$ cat config.mk
export PLATFORM = sky130hd
export DESIGN_NAME = shift_rows_pipe
export DESIGN_NICKNAME = d
export VERILOG_FILES = /design/src/rtl/shift_rows_pipe.sv
export SDC_FILE = /design/constraint.sdc
export NUM_CORES = 1
export LEC_CHECK = 0
export ABC_CLOCK_PERIOD_IN_PS = 16900
export CAP_MARGIN = 15
export CORE_MARGIN = 5
export CORE_UTILIZATION = 56
export CTS_CLUSTER_SIZE = 30
export DETAILED_ROUTE_END_ITERATION = 7
export GPL_ROUTABILITY_DRIVEN = 0
export PLACE_DENSITY = 0.9
export SLEW_MARGIN = 20
export SYNTH_ARGS = -nofsm -noshare
export SYNTH_HDL_FRONTEND = slang
export SYNTH_SLANG_ARGS = --single-unit
$ cat constraint.sdc
create_clock -name clk -period 16.9 [get_ports clk]
set_clock_uncertainty 0.1 [all_clocks]
set_input_delay 1.69 -clock clk [delete_from_list [all_inputs] [get_ports clk]]
set_output_delay 1.69 -clock clk [all_outputs]
set_load 0.02 [all_outputs]
$ cat src/rtl/shift_rows_pipe.sv
// shift_rows_pipe: AES/Rijndael ShiftRows (forward, inverse or bypass)
// applied as a beat enters a valid/ready pipeline of STAGES registers.
// The transform is done once on capture into stage 1; the remaining stages
// only hold and move data, so the mode travels implicitly with each beat.
module shift_rows_pipe #(
  parameter int NB     = 4,
  parameter int STAGES = 2,
  parameter int TAG_W  = 4
) (
  input  logic                clk,
  input  logic                rst,
  input  logic                in_valid,
  output logic                in_ready,
  input  logic [32*NB-1:0]    in_data,
  input  logic [1:0]          in_mode,
  input  logic [TAG_W-1:0]    in_tag,
  output logic                out_valid,
  input  logic                out_ready,
  output logic [32*NB-1:0]    out_data,
  output logic [TAG_W-1:0]    out_tag,
  output logic                busy
);

  localparam int W = 32 * NB;

  // Reject unsupported state widths and pipeline depths at elaboration.
  generate
    if (!(NB == 4 || NB == 6 || NB == 8)) begin : g_bad_nb
      $error("shift_rows_pipe: NB must be 4, 6 or 8");
    end
    if (STAGES < 1 || STAGES > 4) begin : g_bad_stages
      $error("shift_rows_pipe: STAGES must be in 1..4");
    end
  endgenerate

  // Byte k of the state (column k/4, row k%4) lives at bits [W-1-8k -: 8].
  // Row r is rotated by C(r): 0,1,2,3 for NB 4/6 and 0,1,3,4 for NB 8.
  // Forward gathers from column c+C(r), inverse from column c-C(r).
  function automatic logic [W-1:0] shift_rows(input logic [W-1:0] d,
                                               input logic [1:0] mode);
    logic [W-1:0] res;
    int           off;
    int           src;
    res = d;
    for (int c = 0; c < NB; c++) begin
      for (int r = 0; r < 4; r++) begin
        off = (NB == 8 && r >= 2) ? r + 1 : r;
        if (mode == 2'b01) begin
          src = (c + off) % NB;
        end else begin
          src = (c - off + NB) % NB;
        end
        if (mode == 2'b01 || mode == 2'b10) begin
          res[W-1-8*(4*c+r) -: 8] = d[W-1-8*(4*src+r) -: 8];
        end
      end
    end
    return res;
  endfunction

  logic [STAGES-1:0] r_valid;
  logic [W-1:0]      r_data [STAGES];
  logic [TAG_W-1:0]  r_tag  [STAGES];
  logic [STAGES-1:0] w_adv;
  logic [W-1:0]      w_xform;

  assign w_xform = shift_rows(in_data, in_mode);

  // Stage s advances if it is empty or stage s+1 advances. Unrolled, that is
  // "some stage from s to the end is empty, or downstream takes the beat",
  // which avoids a combinational chain through a single vector.
  genvar gi;
  generate
    for (gi = 0; gi < STAGES; gi++) begin : g_adv
      assign w_adv[gi] = ~(&r_valid[STAGES-1:gi]) | out_ready;
    end
  endgenerate

  // Pipeline registers: stage 1 captures the transformed input, later stages
  // copy from their predecessor. Payload only loads with a valid beat so idle
  // input data never disturbs held contents.
  always_ff @(posedge clk or posedge rst) begin
    if (rst) begin
      for (int s = 0; s < STAGES; s++) begin
        r_valid[s] <= 1'b0;
        r_data[s]  <= '0;
        r_tag[s]   <= '0;
      end
    end else begin
      if (w_adv[0]) begin
        r_valid[0] <= in_valid;
        if (in_valid) begin
          r_data[0] <= w_xform;
          r_tag[0]  <= in_tag;
        end
      end
      for (int s = 1; s < STAGES; s++) begin
        if (w_adv[s]) begin
          r_valid[s] <= r_valid[s-1];
          if (r_valid[s-1]) begin
            r_data[s] <= r_data[s-1];
            r_tag[s]  <= r_tag[s-1];
          end
        end
      end
    end
  end

  assign in_ready  = w_adv[0];
  assign out_valid = r_valid[STAGES-1];
  assign out_data  = r_data[STAGES-1];
  assign out_tag   = r_tag[STAGES-1];
  assign busy      = |r_valid;

endmodule

### Word-level counts from Yosys, hierarchy flattened

Index checks and enable logic that the tools add are counted.

| storage, ports and cells | value |
|---|---|
| register bits | 266 |
| logic and storage cells | 57 |

| cells by class | value |
|---|---|
| $add $sub $neg | 16 |
| equal/unequal tests | 2 |
| shift operators | 8 |
| mux-type cells | 16 |
| bitwise logic cells | 4 |
| reduce and logical (&&, ||, !) cells | 5 |

Operators with widths:

| cell | number |
|---|---|
| $shiftx 135x9->8 | 6 |
| $shiftx 135x32->8 | 2 |
| $mux 8 | 12 |
| $sub 8x32->32 const A | 2 |
| $sub 7x8->9 const A | 6 |
| $add 29x2->29 const B | 1 |
| $add 29x3->29 const B | 1 |
| $add 4x1->5 const B | 3 |
| $add 4x2->5 const B | 3 |
| $mux 2 | 4 |
| $reduce_and 2->1 | 3 |
| $eq 2x1->1 const B | 1 |
| $eq 2x2->1 const B | 1 |
| $not 1->1 | 2 |
| $or 1x1->1 | 2 |
| $reduce_or 2->1 | 1 |
| $logic_or 1x1->1 | 1 |

### Longest topological paths before layout

| depth | value |
|---|---|
| word-level depth | 6 |
| depth in mapped cells | 8 |
| depth with buffers taken out | 5 |

### Least setup slack after synthesis

OpenSTA, ideal clock, no wires.

| path | value |
|---|---|
| path kind | input-to-output |
| from | in out_ready |
| to | out in_ready |
| data arrival time | 2.223 ns |
| required time | 15.110 ns |
| slack | 12.887 ns |
| stages | 2 |
| path buffers | 1 |
| cell sequence | nand3b_4 -> clkbuf_1 |

| between the ends | value |
|---|---|
| word-level cells in the longest chain between the ends | 1 |

Ends and longest elaborated chain:

| element | RTL line | source |
|---|---|---|
| from (decl) | 18 | `input logic out_ready,` |
| $or 1x1->1 | 75 | `assign w_adv[gi] = ~(&r_valid[STAGES-1:gi]) \| out_ready;` |
| to (decl) | 13 | `output logic in_ready,` |

No other way between the ends.

### Worst setup path in the final report

Same ends and word-level chain as after synthesis.

==> results.sh <==
export IMPL_synth_top_cell_area_share_pct=51.4
export IMPL_critPathSlowestCell="clkdlybuf4s50_1"
export IMPL_synth_area_leader_cell="dfrtp_1"
export IMPL_die_x_um=162
export IMPL_rsz0062_at_grt="no"
export IMPL_dp_cells=1296
export IMPL_drt_iter0_drc=419
export IMPL_max_slew_worst_pin_slew_ns=1.07
export IMPL_r2r_end="r_data[214]$_DFFE_PP0P_"
export IMPL_areaGrowthSynthToFinish_pct=21.6
export IMPL_syn_area_per_cell_um2=14.1
export IMPL_die_area_mm2=0.0263
export IMPL_cts_sinks=266
export IMPL_rr_startpoint="r_valid[0]$_DFFE_PP0P_"
export IMPL_ant_nets=0
export IMPL_htree_levels=1
export IMPL_rows=55
export IMPL_ctsResizeCount=0
export IMPL_core_mm2=0.0227
export IMPL_drt_first_pass_iters=4
export IMPL_antenna_found_initial=7
export IMPL_finish_utilization_pct=69.4
export IMPL_worst_path_dominant_cell_family="buffers and inverters"
export IMPL_start_kind="input port"
export IMPL_root_buffer="clkbuf_16"
export IMPL_synth_ff_type="dfrtp_1"
export IMPL_fin_crit_sh_pct=29.9
export IMPL_via_per_inst=5.52
export IMPL_reg2reg_depth=4
export IMPL_final_min_clock_period_ns=5.05
export IMPL_max_slew_margin_pct=28.4
export IMPL_critical_path_arrival_ns=3.26
export IMPL_synth_fp_nets=1060
export IMPL_cts_hold_buf=0
export IMPL_async_flop_share_pct=100
export IMPL_powerDensity_mw_per_mm2=136
export IMPL_io_pins=273
export IMPL_finalHoldViolations=0
export IMPL_clock_path_buffers=3
export IMPL_grtUsageTotal_pct=22.4
export IMPL_hold_start="r_data[217]$_DFFE_PP0P_"
export IMPL_wl_per_cell_um=22.1
export IMPL_clk_pin_slew_ns=0.06
export IMPL_cts_setup_buffers=0
export IMPL_grt_start_max_net_pins=146
export IMPL_crit_buf_inv=2
export IMPL_netlist_instances=920
export IMPL_grt_first_pass_wirelength_um=46800
export IMPL_hp_class="reg -> reg"
export IMPL_totalWireLength_um=30000
export IMPL_crit_chain="clkdlybuf4s50_1, nand3b_4, clkdlybuf4s50_1"
export IMPL_timing_fmax_ghz=0.198
export IMPL_finalMaxSlewViolations=0
export IMPL_p_leak_nw=6.59
export IMPL_tns_ns=0
export IMPL_critPathRequiredTime_ns=15.11
export IMPL_drcViolationCount=0
export IMPL_slowest_delay_ns=0.70
export IMPL_vias=7484
export IMPL_critPathMostFrequentCell="clkdlybuf4s50_1"
export IMPL_ys_ff_latch=266
export IMPL_synth_area_top_cells="dfrtp_1, mux2_2, buf_4"
export IMPL_drive_gt1_share_pct=38.3
export IMPL_cts_tree="yes"
export IMPL_fp_dieH_um=162
export IMPL_synth_most_common_cell="mux2_2"
export IMPL_ir_drop_uv=90.9
export IMPL_hold_end="out_data[89]$_DFFE_PP0P_"
export IMPL_start_util_pct=57.1
export IMPL_fillCellCount=1561
export IMPL_synth_commonest_cells="mux2_2, dfrtp_1, buf_4, a21oi_1, mux2_4"
export IMPL_dp_final_hpwl_um=20100
export IMPL_layout_nets=1183
export IMPL_crit_path_max_fanout=35
export IMPL_drv_cap=0
export IMPL_crit_type="in -> out"
export IMPL_cts_buffers=28
export IMPL_yosysUniqueCellTypes=19
export IMPL_synth_edf_count=0
export IMPL_gr_total_overflow=0
export IMPL_instances_no_fill=1355
export IMPL_endpoint_kind="output pin"
export IMPL_rrSetupSlack_ns=13.56
export IMPL_yosys_warnings=0
export IMPL_outcome="finished, final reports clean"
export IMPL_setup_viol=0
export IMPL_synth_area_mm2=0.0130
export IMPL_seq_area_frac_synth_pct=51.4
export IMPL_hold_ws_ns=0.397
export IMPL_hold_depth=1
export IMPL_io_buffers=272
export IMPL_grt_pass1_vias=8194
export IMPL_worstSkewPairLatency_ns=0.53
-- cell families after synthesis --
| kind of cell | count (synthesis) | share of synthesized area (%) |
|---|---|---|
| AOI/OAI and AO/OA | 64 | 2.47 |
| adders and majority gates | 2 | 0.193 |
| buffers and inverters | 189 | 10.3 |
| DFF | 266 | 51.4 |
| muxes | 392 | 35.2 |
| and+or+nand+nor | 7 | 0.425 |
-- worst reg2reg max path: stages, from the launching register on --
cell and delay (ns):
dfrtp_1 0.45, nand3b_4 0.37, and2_4 0.85, buf_4 0.94
mux2_2 0.51
-- cells in the final DEF, fill, tap and decap left out, types with 7 or more instances in the layout --
master,Yosys,routed
mux2_2,294,294
a21oi_1,64,64
mux2_4,50,50
clkdlybuf4s50_1,0,271
dfrtp_1,266,266
clkbuf_8,0,7
mux2i_1,32,32
clkbuf_16,0,29
clkinv_2,0,9
mux2_1,16,16
-- through the flow --
step	power, W	cell area [um^2]	setup slack, ns
floorplan	0.00136	13000	7.78
detailed placement	0.00154	14800	11.80
CTS	0.00216	15700	11.85
global route	0.00224	15800	11.79
finish	0.00214	15800	11.85
global placement	0.00152	14800	11.31
-- registers in the layout, indices dropped and copies added, names as in the netlist --
name	cells
r_data	128
out_data	128
r_tag	4
r_valid	2
out_tag	4
-- final cells by class --
cell class	count	area (um^2)	share of cell area [%]
diodes	6	15.0	0.0952
clock buffers	39	833	5.29
clock inverters	12	91.3	0.579
inverters	2	15.0	0.0952
multi-input cells	465	4990	31.6
flip-flops and latches	266	6660	42.2
well taps	285	357	2.26
repair buffers	280	2810	17.8
-- where the power goes --
part	total [W]	internal (W)	switching (W)
Clock	0.000608	0.000358	0.000250
Sequential	0.000874	0.000789	0.0000843
Combinational	0.000659	0.000357	0.000302
-- routing by layer --
layer | track usage (%) | wire, um | vias to the layer above
li1 | - | - | 3370
met1 | 28.2 | 12000 | 3808
met2 | 36.9 | 14700 | 233
met3 | 6.06 | 1980 | 71
met4 | 9.19 | 1290 | 2
met5 | 0 | 13 | -
-- worst max-delay path by stage --
| stage | from | end | slack (ns) | cells after the start |
|---|---|---|---|---|
| floorplan | rst | out_data[0]$_DFFE_PP0P_ | 7.78 | 1 |
| detailed placement | out_ready | r_data[247]$_DFFE_PP0P_ | 11.80 | 5 |
| CTS | out_ready | in_ready | 11.85 | 3 |
| global route | out_ready | in_ready | 11.79 | 3 |
| global placement | in_valid | r_data[214]$_DFFE_PP0P_ | 11.31 | 4 |
| finish | out_ready | in_ready | 11.85 | 3 |
Power figures use the tool's default switching activity.
